===== config.mk =====
export PLATFORM = sky130hd
export DESIGN_NAME = sprite_compositor
export DESIGN_NICKNAME = d
export VERILOG_FILES = /design/src/rtl/compositor_pkg.sv /design/src/rtl/sprite_hit_unit.sv /design/src/rtl/sprite_compositor.sv
export SDC_FILE = /design/constraint.sdc
export NUM_CORES = 1
export LEC_CHECK = 0
export ABC_AREA = 1
export BUFFER_PORTS_ARGS = -buffer_cell sky130_fd_sc_hd__buf_4
export CORE_MARGIN = 5
export CORE_UTILIZATION = 55
export CTS_BUF_LIST = sky130_fd_sc_hd__clkbuf_16
export CTS_CLUSTER_SIZE = 28
export DETAILED_ROUTE_END_ITERATION = 7
export GPL_TIMING_DRIVEN = 0
export PLACE_DENSITY = 0.82
export SLEW_MARGIN = 40
export SYNTH_ARGS = -nofsm -noshare
export SYNTH_HDL_FRONTEND = slang
export SYNTH_SLANG_ARGS = --single-unit

===== constraint.sdc =====
create_clock -name Clk -period 5.8 [get_ports Clk]
set_input_delay 0.29 -clock Clk [delete_from_list [all_inputs] [get_ports Clk]]
set_output_delay 0.29 -clock Clk [all_outputs]
set_load 0.05 [all_outputs]

===== src/rtl/compositor_pkg.sv =====
// Shared types and defaults for the sprite compositor slice.
package compositor_pkg;

    typedef struct packed {
        logic [7:0] r;
        logic [7:0] g;
        logic [7:0] b;
    } rgb_t;

    typedef logic [9:0] coord_t;

    localparam logic [23:0] BG_RGB_DEFAULT  = 24'hFFD700;
    localparam logic [23:0] KEY_RGB_DEFAULT = 24'hFF00FF;
    localparam int          PIPE_LATENCY    = 3;

endpackage


===== src/rtl/sprite_hit_unit.sv =====
// One sprite channel: frame-latched position/enable, box test against the
// current pixel, and the registered ROM address for that sprite.
module sprite_hit_unit
    import compositor_pkg::*;
#(
    parameter int SPRITE_W = 16,
    parameter int SPRITE_H = 16,
    parameter int ADDR_W   = $clog2(SPRITE_W * SPRITE_H)
) (
    input  logic              Clk,
    input  logic              Reset,
    input  logic              frame_start,
    input  coord_t            DrawX,
    input  coord_t            DrawY,
    input  coord_t            x_in,
    input  coord_t            y_in,
    input  logic              en_in,
    output logic [ADDR_W-1:0] rom_addr,
    output logic              in_box
);

    localparam int XB = $clog2(SPRITE_W);
    localparam int YB = $clog2(SPRITE_H);

    coord_t      x_sh;
    coord_t      y_sh;
    logic        en_sh;
    logic [10:0] off_x;
    logic [10:0] off_y;
    logic        box;

    always_ff @(posedge Clk or posedge Reset) begin
        if (Reset) begin
            x_sh  <= '0;
            y_sh  <= '0;
            en_sh <= 1'b0;
        end else if (frame_start) begin
            x_sh  <= x_in;
            y_sh  <= y_in;
            en_sh <= en_in;
        end
    end

    // Bit 10 of the 11-bit difference flags a pixel left of/above the sprite,
    // so sprites near 1023 clip instead of wrapping to column 0.
    always_comb begin
        off_x = {1'b0, DrawX} - {1'b0, x_sh};
        off_y = {1'b0, DrawY} - {1'b0, y_sh};
        box   = en_sh
              && !off_x[10] && (off_x < 11'(SPRITE_W))
              && !off_y[10] && (off_y < 11'(SPRITE_H));
    end

    always_ff @(posedge Clk or posedge Reset) begin
        if (Reset) begin
            rom_addr <= '0;
            in_box   <= 1'b0;
        end else begin
            rom_addr <= box ? ADDR_W'({off_y[YB-1:0], off_x[XB-1:0]}) : '0;
            in_box   <= box;
        end
    end

endmodule


===== src/rtl/sprite_compositor.sv =====
// Pipelined sprite overlay: per-sprite hit units, ROM-latency alignment,
// fixed-priority colour select and per-frame collision flag.
module sprite_compositor
    import compositor_pkg::*;
#(
    parameter int          NUM_SPRITES = 2,
    parameter int          SPRITE_W    = 16,
    parameter int          SPRITE_H    = 16,
    parameter int          ADDR_W      = $clog2(SPRITE_W * SPRITE_H),
    parameter logic [23:0] BG_RGB      = BG_RGB_DEFAULT,
    parameter logic [23:0] KEY_RGB     = KEY_RGB_DEFAULT
) (
    input  logic                          Clk,
    input  logic                          Reset,
    input  logic                          frame_start,
    input  logic                          pix_valid,
    input  logic [9:0]                    DrawX,
    input  logic [9:0]                    DrawY,
    input  logic [NUM_SPRITES*10-1:0]     sprite_x,
    input  logic [NUM_SPRITES*10-1:0]     sprite_y,
    input  logic [NUM_SPRITES-1:0]        sprite_en,
    output logic [NUM_SPRITES*ADDR_W-1:0] rom_addr,
    input  logic [NUM_SPRITES*24-1:0]     rom_data,
    output logic [7:0]                    Red,
    output logic [7:0]                    Green,
    output logic [7:0]                    Blue,
    output logic                          rgb_valid,
    output logic [NUM_SPRITES-1:0]        sprite_hit,
    output logic                          collision
);

    logic [NUM_SPRITES-1:0]    in_box1;
    logic [NUM_SPRITES-1:0]    in_box_d;
    logic [NUM_SPRITES-1:0]    in_box2;
    logic                      valid1;
    logic                      valid_d;
    logic                      valid2;
    logic [NUM_SPRITES*24-1:0] data2;
    logic                      acc;

    logic [NUM_SPRITES-1:0]    opaque;
    logic [NUM_SPRITES-1:0]    hit_next;
    rgb_t                      colour_next;
    logic                      coll_term;

    for (genvar g = 0; g < NUM_SPRITES; g++) begin : g_sprite
        sprite_hit_unit #(
            .SPRITE_W (SPRITE_W),
            .SPRITE_H (SPRITE_H),
            .ADDR_W   (ADDR_W)
        ) u_hit (
            .Clk         (Clk),
            .Reset       (Reset),
            .frame_start (frame_start),
            .DrawX       (DrawX),
            .DrawY       (DrawY),
            .x_in        (sprite_x[10*g +: 10]),
            .y_in        (sprite_y[10*g +: 10]),
            .en_in       (sprite_en[g]),
            .rom_addr    (rom_addr[ADDR_W*g +: ADDR_W]),
            .in_box      (in_box1[g])
        );
    end

    // The _d stage waits out the ROM's own register so in-box/valid meet
    // their data when it is captured into data2.
    always_ff @(posedge Clk or posedge Reset) begin
        if (Reset) begin
            valid1   <= 1'b0;
            in_box_d <= '0;
            valid_d  <= 1'b0;
            in_box2  <= '0;
            valid2   <= 1'b0;
            data2    <= '0;
        end else begin
            valid1   <= pix_valid;
            in_box_d <= in_box1;
            valid_d  <= valid1;
            in_box2  <= in_box_d;
            valid2   <= valid_d;
            data2    <= rom_data;
        end
    end

    // Walking from the highest index down lets the lowest opaque index win.
    always_comb begin
        opaque      = '0;
        hit_next    = '0;
        colour_next = BG_RGB;
        for (int i = 0; i < NUM_SPRITES; i++) begin
            opaque[i] = in_box2[i] && (data2[24*i +: 24] != KEY_RGB);
        end
        for (int i = NUM_SPRITES - 1; i >= 0; i--) begin
            if (opaque[i]) begin
                hit_next    = '0;
                hit_next[i] = 1'b1;
                colour_next = data2[24*i +: 24];
            end
        end
        if (!valid2) begin
            hit_next    = '0;
            colour_next = '0;
        end
        coll_term = valid2 && (|(opaque & (opaque - NUM_SPRITES'(1))));
    end

    always_ff @(posedge Clk or posedge Reset) begin
        if (Reset) begin
            Red        <= '0;
            Green      <= '0;
            Blue       <= '0;
            rgb_valid  <= 1'b0;
            sprite_hit <= '0;
            collision  <= 1'b0;
            acc        <= 1'b0;
        end else begin
            Red        <= colour_next.r;
            Green      <= colour_next.g;
            Blue       <= colour_next.b;
            rgb_valid  <= valid2;
            sprite_hit <= hit_next;
            if (frame_start) begin
                collision <= acc;
                acc       <= coll_term;
            end else begin
                acc <= acc | coll_term;
            end
        end
    end

endmodule


==> flow_summary.yaml <==
clocking:
  cts.reportedPaths.clkPinSlew_ns: 0.06
  cts_tree: "yes"
  postCtsResizedCells: 0
  cts_buffers: 17
  clock_path_buffers: 2
  cts_htree_levels: 4
  cts_post_setup_buffers_inserted: 0
  cts_root_buffer: "clkbuf_16"
  cts.sinks: 144
  cts_hold_buf: 50
  clk-insertion-delay-late_ns: 0.43
yosys:
  ys_seq_area_share_pct: 51.1
  ys.flop_type: "dfrtp_1"
  syn-num-nets: 991
  synth_area_per_cell_um2: 8.46
  synth_edf_count: 0
  ys_ff_latch: 144
  synth_warnings: 0
  ys_types: 32
  syn_inst: 833
  synthesis.area_um2: 7050
  ys_async_sr_fraction_pct: 100
power_and_ir_drop:
  ir_worst_vdd_uv: 175
  p_leak_nw: 5.17
  cellPowerDensity_nw_per_um2: 278
worst_setup_path:
  cp_num_buf_inv: 1
  crit_slowest_cell: "fa_1"
  endpoint: "g_sprite[0].u_hit.rom_addr[3]"
  r2r-end: "g_sprite[0].u_hit.rom_addr[3]"
  crit_top_cell: "nand2_1"
  cp-startpoint: "g_sprite[0].u_hit.x_sh[0]"
  worstPathMaxFanout: 9
  max_stage_delay_ns: 0.40
  crit_cells: 14
  critical_path.endpoint_type: "flip-flop"
  reg2regPathDepth: 14
  worstPathCellList: "ha_1, inv_1, fa_1, nand2_1, nand2_2, nand3b_1, nand2_1, nand2_1, nand2_1, nor2_1, nand2_1, nor2_1, nand3_2, nor2_1"
  worstSetupPathType: "reg -> reg"
  worst-r2r-setup-slack_ns: 3.40
  cp_data_arrival_time_ns: 2.75
  r2r-start: "g_sprite[0].u_hit.x_sh[0]"
  required_ns: 6.15
  startpoint_type: "flip-flop"
  cp_top_family: "simple AND/OR/NAND/NOR gates"
drt:
  drc_errors: 0
  first_pass_iters: 7
  drt_iter0_drc: 646
  wl_per_cell_um: 16.0
  wl_um: 19900
  vias: 6443
  via_per_inst: 5.18
  antenna_left: 0
timing:
  rsz0062_at_grt: "no"
  fmax_mhz: 416
  relSlewSlack_pct: 56.0
  tns_ns: 0
  worst_slew_pin_slew_ns: 0.661
  post-route-period-util_pct: 41.5
  hold_violations: 0
  finClkSkew_ns: 0.0151
  fin_crit_ns: 2.40
  drv_slew: 0
  setup_violations: 0
placed_design:
  io_buffers: 156
  dp_cells: 1162
  post-dp-hpwl_um: 12800
  gp_congestion: 0.865
finish:
  drive_gt1_share_pct: 20.0
  nets: 1217
  final_common_cell: "nand2_1"
  finalNonFillerCells: 1244
  layout_common_cells: "nand2_1 (249), buf_4 (157), inv_1 (154)"
  syn2layout_area_growth_pct: 35.0
  fin_util_pct: 75.7
global_routing:
  grt_pass1_vias: 6371
  grt_max_degree: 78
  antenna_found_initial: 1
  grt_remaining_overflow: 0
  grt_usage_pct: 26.9
  grt_pass1_wl_um: 30900
worst_hold_path:
  hp-class: "in -> reg"
  hp-start: "sprite_x[4]"
  whs_path_depth: 3
flow_run:
  max-cap-violations: 0
floorplan:
  io_pins: 158
  die_h_um: 123
  core.rowCount: 41
  die_w_um: 123
  start_util_pct: 56.1
  core_area_um2: 12600
  dieArea_um2: 15200
outcome:
  status: "finished, final reports clean"
## cell usage after synthesis (all sizes together), types with 2 or more instances
cell type	n	area [µm²]
o21ai	38	190
mux2	6	67.6
nor2	58	228
a21oi	19	103
nand3	40	225
a31oi	2	12.5
fa	4	80.1
nand3b	6	45.0
inv	156	586
nand4	18	113
buf	2	12.5
clkbuf	12	45.0
ha	40	500
o211ai	14	105
dfrtp	144	3600
xnor2	9	78.8
nand2	256	983
nor3	4	31.3
## kinds of logic after synthesis
family          count (synthesis)  synth area share, %
mux                             6                0.959
flops                         144                 51.1
buf+inv                       170                 9.12
xor+xnor                       10                 1.24
compound gates                 76                 6.12
simple gates                  383                 23.2
fa+ha+maj                      44                 8.24
## state kept, by name, indices dropped and copies added (netlist names)
register                 flops
Blue                         8
Green                        8
Red                          8
acc                          1
collision                    1
data2                       48
g_sprite.u_hit.en_sh         2
g_sprite.u_hit.in_box        2
g_sprite.u_hit.rom_addr     16
g_sprite.u_hit.x_sh         20
g_sprite.u_hit.y_sh         20
in_box2                      2
in_box_d                     2
rgb_valid                    1
sprite_hit                   2
valid1                       1
valid2                       1
valid_d                      1
## routing by layer
metal  up-vias  global-route usage, %  share of wire, %
li1       3035                      -                 -
met1      3006                   31.9                40
met2       338                   47.0                49
met3        64                   6.68               8.0
met4         0                   10.4               3.1
met5         -                      0                 0
## final cells by class
class,instances,area [µm²]
tap,172,215
timing repair buffer,207,1700
clock buffer,17,425
sequential,144,3600
inverter,156,593
antenna,1,2.50
clock inverter,14,119
multi-input combinational,519,2800
buffer,14,57.6
fill,851,3050
## worst register-to-register path, stage by stage, from the launching register on
cell      delay, ns
dfrtp_1        0.34
ha_1           0.16
inv_1          0.08
fa_1           0.40
nand2_1        0.09
nand2_2        0.08
nand3b_1       0.11
nand2_1        0.08
nand2_1        0.07
nand2_1        0.07
nor2_1         0.15
nand2_1        0.09
nor2_1         0.12
nand3_2        0.30
nor2_1         0.20
## power breakdown
group | internal (W) | leakage [nW] | switching [W]
clock | 0.000585 | 0.254 | 0.000441
sequential | 0.00106 | 1.78 | 0.0000223
combinational | 0.000221 | 3.14 | 0.000318
## metrics by stage
stage	area [µm²]	worst slack (ns)	power [W]	hold slack, ns
final	9520	3.40	0.00264	0.0629
after global routing	9520	3.19	0.00277	0.0579
after CTS	9510	3.44	0.00263	0.0591
after detailed placement	8470	3.35	0.00159	0.335
after global placement	8430	0.235	0.00157	0.331
after floorplan	7050	1.64	0.00143	0.321
## worst min-delay path by stage
| stage | endpoint | slack (ns) |
|---|---|---|
| 6_report | g_sprite[0].u_hit.x_sh[4] | 0.06 |
| 3_5_place_dp | valid2 | 0.33 |
| 4_1_cts | g_sprite[0].u_hit.x_sh[2] | 0.06 |
| 2_1_floorplan | data2[0] | 0.32 |
| 3_3_place_gp | in_box2[1] | 0.33 |
| 5_1_grt | g_sprite[0].u_hit.x_sh[5] | 0.06 |
(Power assumes the default switching activity.)
